==> src/rtl/bram_stream_reader.sv <==
// bram_stream_reader: reads a contiguous block of 32-bit words from the capture
// BRAM and streams it out as one AXI4-Stream burst terminated by TLAST.
module bram_stream_reader #(
    parameter int unsigned BRAM_DEPTH = 16384,
    parameter int unsigned ADDR_INCR  = 4,
    parameter int unsigned FIFO_DEPTH = 4
) (
    input  logic        clk,
    input  logic        rst_n,
    input  logic        start,
    input  logic [31:0] base_addr,
    input  logic [31:0] length,
    output logic [31:0] addr_bram,
    output logic        memen,
    output logic [3:0]  web,
    input  logic [31:0] data_from_bram,
    output logic [31:0] m_axis_tdata,
    output logic        m_axis_tvalid,
    input  logic        m_axis_tready,
    output logic        m_axis_tlast,
    output logic        busy,
    output logic        done,
    output logic [31:0] beats_sent
);
    localparam int unsigned PTR_W = (FIFO_DEPTH > 1) ? $clog2(FIFO_DEPTH) : 1;
    localparam int unsigned CNT_W = $clog2(FIFO_DEPTH + 1);
    localparam logic [31:0] LAST_ADDR = 32'(BRAM_DEPTH - ADDR_INCR);
    localparam logic [PTR_W-1:0] LAST_PTR = PTR_W'(FIFO_DEPTH - 1);

    typedef enum logic [1:0] {
        S_IDLE,
        S_RUN,
        S_DRAIN,
        S_DONE
    } state_t;

    state_t state;
    state_t state_next;

    logic [31:0]      length_reg;
    logic [31:0]      rd_count;
    logic             inflight;
    logic [31:0]      fifo_mem [FIFO_DEPTH];
    logic [PTR_W-1:0] wr_ptr;
    logic [PTR_W-1:0] rd_ptr;
    logic [CNT_W-1:0] fifo_count;
    logic [CNT_W-1:0] fifo_count_next;
    logic [31:0]      next_addr;
    logic             push;
    logic             pop;
    logic             accept;
    logic             last_hs;
    logic             issue_next;

    // Stream side is a direct view of the FIFO head; tlast marks the final beat.
    assign push          = inflight;
    assign pop           = m_axis_tvalid && m_axis_tready;
    assign accept        = (state == S_IDLE) && start;
    assign last_hs       = pop && m_axis_tlast;
    assign m_axis_tvalid = (fifo_count != '0);
    assign m_axis_tdata  = m_axis_tvalid ? fifo_mem[rd_ptr] : '0;
    assign m_axis_tlast  = m_axis_tvalid && (beats_sent == length_reg - 32'd1);
    assign web           = '0;
    assign next_addr     = (addr_bram == LAST_ADDR) ? '0 : addr_bram + 32'(ADDR_INCR);

    // Occupancy the FIFO will have next cycle.
    always_comb begin
        fifo_count_next = fifo_count;
        if (push && !pop) begin
            fifo_count_next = fifo_count + CNT_W'(1);
        end else if (!push && pop) begin
            fifo_count_next = fifo_count - CNT_W'(1);
        end
    end

    // Next state, plus the read decision for next cycle: the credit check uses the
    // occupancy and in-flight read that will be seen in that cycle.
    always_comb begin
        state_next = state;
        issue_next = 1'b0;
        unique case (state)
            S_IDLE:  if (start) state_next = (length == '0) ? S_DONE : S_RUN;
            S_RUN:   if (memen && (rd_count == 32'd1)) state_next = S_DRAIN;
            S_DRAIN: if (last_hs) state_next = S_DONE;
            S_DONE:  state_next = S_IDLE;
            default: state_next = S_IDLE;
        endcase
        if ((state_next == S_RUN) &&
            ((32'(fifo_count_next) + 32'(memen)) < 32'(FIFO_DEPTH))) begin
            issue_next = 1'b1;
        end
    end

    // State register.
    always_ff @(posedge clk) begin
        if (rst_n) begin
            state <= S_IDLE;
        end else begin
            state <= state_next;
        end
    end

    // Read issue, transfer bookkeeping and status outputs.
    always_ff @(posedge clk) begin
        if (rst_n) begin
            addr_bram  <= '0;
            memen      <= 1'b0;
            inflight   <= 1'b0;
            length_reg <= '0;
            rd_count   <= '0;
            beats_sent <= '0;
            busy       <= 1'b0;
            done       <= 1'b0;
        end else begin
            memen    <= issue_next;
            inflight <= memen;
            busy     <= (state_next != S_IDLE);
            done     <= (state_next == S_DONE);
            if (accept) begin
                addr_bram  <= base_addr;
                rd_count   <= length;
                length_reg <= length;
                beats_sent <= '0;
            end else begin
                if (memen) begin
                    addr_bram <= next_addr;
                    rd_count  <= rd_count - 32'd1;
                end
                if (pop) begin
                    beats_sent <= beats_sent + 32'd1;
                end
            end
        end
    end

    // FIFO pointers and occupancy; in-flight data is dropped by reset.
    always_ff @(posedge clk) begin
        if (rst_n) begin
            wr_ptr     <= '0;
            rd_ptr     <= '0;
            fifo_count <= '0;
        end else begin
            fifo_count <= fifo_count_next;
            if (push) begin
                wr_ptr <= (wr_ptr == LAST_PTR) ? '0 : wr_ptr + PTR_W'(1);
            end
            if (pop) begin
                rd_ptr <= (rd_ptr == LAST_PTR) ? '0 : rd_ptr + PTR_W'(1);
            end
        end
    end

    // FIFO storage: capture BRAM data the cycle after each read.
    always_ff @(posedge clk) begin
        if (push) begin
            fifo_mem[wr_ptr] <= data_from_bram;
        end
    end

endmodule

==> config.mk <==
export PLATFORM = sky130hd
export DESIGN_NAME = bram_stream_reader
export DESIGN_NICKNAME = d
export VERILOG_FILES = /design/src/rtl/bram_stream_reader.sv
export SDC_FILE = /design/constraint.sdc
export NUM_CORES = 1
export LEC_CHECK = 0
export ABC_CLOCK_PERIOD_IN_PS = 3450
export CORE_MARGIN = 2
export CORE_UTILIZATION = 54
export DETAILED_ROUTE_END_ITERATION = 8
export HOLD_SLACK_MARGIN = 0.03
export MAX_ROUTING_LAYER = met4
export PLACE_DENSITY = 0.81
export SETUP_SLACK_MARGIN = 0.05
export SLEW_MARGIN = 20
export SYNTH_ARGS = -nofsm -noshare
export SYNTH_HDL_FRONTEND = slang
export SYNTH_SLANG_ARGS = --single-unit
==> constraint.sdc <==
create_clock -name clk -period 3.45 [get_ports clk]
set_input_delay 0.69 -clock clk [delete_from_list [all_inputs] [get_ports clk]]
set_output_delay 0.69 -clock clk [all_outputs]
set_load 0.03 [all_outputs]
==> metrics.cfg, run 1 <==
[yosys]
synth_warnings = 0
ys_types = 67
synth-seq-cells = 271
synth_edf_count = 128
synthArstFlopShare_pct = 0
syn_inst = 1193
ys.flop_type = dfxtp_1
synth.avg_cell_area_um2 = 10.6
synth_top_family_by_area = simple AND/OR/NAND/NOR gates
synthMuxAreaShare_pct = 5.85
synth_compound_area_share_pct = 8.41
yosysSeqAreaShare_pct = 53.0
synthSimpleGateAreaFrac_pct = 20.8
syn-cell-area_mm2 = 0.0127
synthXorXnorAreaFrac_pct = 8.10
synthAdderAreaFrac_pct = 1.28

[sta]
fmax_mhz = 285
relSlewSlack_pct = 57.7
period_share_pct = 102
worstMarginPinSlew_ns = 0.635
fin_skew_ns = 0.00884
hold_viol_final = 0
report.final.slew_viol_count = 0
finalWorstSetupSlack_ns = -0.0558
period_minus_slack_ns = 3.51
setup_viol = 1
rsz0062_at_grt = yes

[placement]
hpwl_um = 21700
io_buffers = 200
routabilityCongestion = 0.952
dpl_worst_slack_ns = 0.165

[job]
maxCapViolCount = 0

[clocking]
cts_buffers = 28
cts_tree = yes
clock-root-buffer = clkbuf_16
htree_levels = 1
cts_buffer_depth = 3
clk_pin_slew_worst_paths_ns = 0.06
clock_latency_ns = 0.54
clock_sinks = 271

[floorplanning]
start_util_pct = 54.4
fp-row-count = 56
coreArea_mm2 = 0.0233
die_h_um = 157
fp.dieArea_mm2 = 0.0247
ios = 205
die_w_um = 157

[route]
wl_um = 31900
vias = 10000
wl_per_cell_um = 18.3
detail-route-antenna-nets = 0
drc = 0
drt_iter0_drc = 673
avgViaCountPerCell = 5.75
drtPass1Iterations = 4

[worst_setup_path]
critPathKind = flop to output pin
path_max_fanout = 7
crit_required_ns = 2.76
crit_path_start_kind = flop
cp-end-kind = output pin
reg2reg_slack_ns = 0.62
cp.arrival_ns = 2.82

[power_and_ir_drop]
power_frac_seq_pct = 36.7
switchingPower_uw = 3200
p_clk_share_pct = 32.6
swShare_pct = 31.0
p_int_uw = 7130
power_frac_comb_pct = 30.7
power-per-cell-area_mw_per_mm2 = 633
p_leak_uw = 0.00569
irDropWorstVdd_uv = 402

[layout]
largest_reg_flops = 128
utilization_pct = 70.2
drive_gt1_share_pct = 11.9
finalNetCount = 1514
syn2layout_area_growth_pct = 29.0
fillCellCount = 1691
regMostFlops = fifo_mem
insertedDiodeCount = 0

[run_status]
status = finished, violations left
violations = negative setup slack

[grt]
grt_first_pass_wirelength_um = 49700
antenna_found_initial = 0
overflow = 0
track_usage_pct = 26.1
grt_pass1_vias = 9515
grt_max_degree = 59

[worst_hold_path]
hold_path.class = flop to flop

[cells by family (layout without fill, tap and decap cells)]
logic type      Yosys count  count (layout)
flops                   271             271
xor+xnor                117             117
buf+inv                  79             306
mux                      34              34
fa+ha+maj                13              13
other cells               1               4
compound gates          169             169
simple gates            509             509
[cell usage in the layout, fill, tap and decap left out, types with 33 or more instances in the layout]
| cell | instances |
|---|---|
| xor2_1 | 56 |
| a21oi_1 | 80 |
| nand2_1 | 132 |
| edfxtp_1 | 128 |
| and2_1 | 41 |
| nand3_1 | 33 |
| xnor2_1 | 61 |
| dfxtp_1 | 132 |
| nor2_1 | 111 |
| clkdlybuf4s50_1 | 198 |
| nor3_1 | 44 |
| buf_4 | 37 |
[worst max-delay path, stage by stage, from the launching register on]
cell	delay, ns
dfxtp_4	0.37
or4_4	0.51
nor4b_4	0.33
o2111ai_2	0.13
a32o_2	0.26
nor4b_4	0.24
o211ai_1	0.15
nor2_2	0.15
buf_6	0.15
[final timing paths]
check / startpoint / end / cells after the start
max: length_reg[24] / m_axis_tlast / 8
min: length_reg[31] / length_reg[31] / 2
max reg2reg: rd_count[2] / rd_count[29] / 7
min reg2reg: length_reg[31] / length_reg[31] / 2
[synth_stat cells (3+ instances only)]
cell | count | area (um2)
nor2_1 | 114 | 428
buf_1 | 8 | 30.0
xnor2_1 | 61 | 534
o2111ai_1 | 5 | 43.8
a211oi_1 | 12 | 90.1
o32ai_1 | 4 | 35.0
clkbuf_1 | 48 | 180
nand2_1 | 134 | 503
xor2_1 | 56 | 490
nand2b_1 | 7 | 43.8
nor4b_1 | 5 | 43.8
nand4b_1 | 3 | 26.3
dfxtp_1 | 143 | 2860
o21ai_0 | 17 | 85.1
a221oi_1 | 4 | 35.0
a311oi_1 | 10 | 87.6
ha_1 | 13 | 163
a211o_1 | 3 | 26.3
buf_4 | 5 | 37.5
nand4_1 | 20 | 125
or4_1 | 4 | 30.0
mux4_2 | 32 | 721
or3_1 | 18 | 113
nor4_1 | 23 | 144
inv_1 | 17 | 63.8
and4_1 | 8 | 70.1
or4_4 | 3 | 33.8
and2_1 | 41 | 257
nand3_1 | 33 | 165
and3_1 | 18 | 113
nor3_1 | 45 | 225
edfxtp_1 | 128 | 3840
a21oi_1 | 80 | 400
nor2b_1 | 5 | 31.3
nor3b_1 | 6 | 45.0
a31oi_1 | 4 | 25.0
a22oi_1 | 14 | 105
[power by group through the flow]
stage	registers [uW]	clock network, uW	logic, uW
detailed placement	3850	0	3110
CTS	3790	3410	3160
global route	3820	3550	3410
floorplan	3890	0	1940
global placement	3840	0	3070
finish	3800	3370	3170
[stage by stage]
stage	TNS (ns)	instances	cell area [um2]	hold WS, ns	total power, uW
3_5_place_dp	0	1684	15100	0.460	6970
3_3_place_gp	0	1684	15100	0.457	6910
5_1_grt	-0.152	1742	16300	0.493	10800
2_1_floorplan	0	1196	12700	0.448	5830
6_report	-0.0558	1742	16300	0.463	10300
4_1_cts	-0.0825	1740	16200	0.468	10400
[layout make-up]
cell class	count	area, um2	area share (%)
Clock buffer	34	744	4.56
Clock inverter	18	290	1.78
Inverter	17	63.8	0.391
Multi-Input combinational cell	846	5800	35.5
Sequential cell	271	6740	41.3
Tap cell	319	399	2.45
Timing Repair Buffer	237	2290	14.0
[layer usage]
metal	global-route usage (%)	up-vias	wire, um
met5	-	-	0
met4	5.80	0	507
met3	4.10	42	2490
met2	41.9	384	15100
met1	35.3	4821	13800
li1	-	4761	-
[timing repair]
action / CTS / global route
buffers inserted: 4 / 2
hold buffers: 0 / 0
gates cloned: 0 / 0
pin swaps: 8 / 10
endpoints found under the setup margin: 1 / 2
gates resized for setup: 24 / 25
Power figures use the tool's default switching activity.
==> run 2, diff against run 1 <==
- HOLD_SLACK_MARGIN: 0.03 -> default
==> results of run 2 <==
Same layout as run 1: the final DEF is identical, and so are final timing and power.
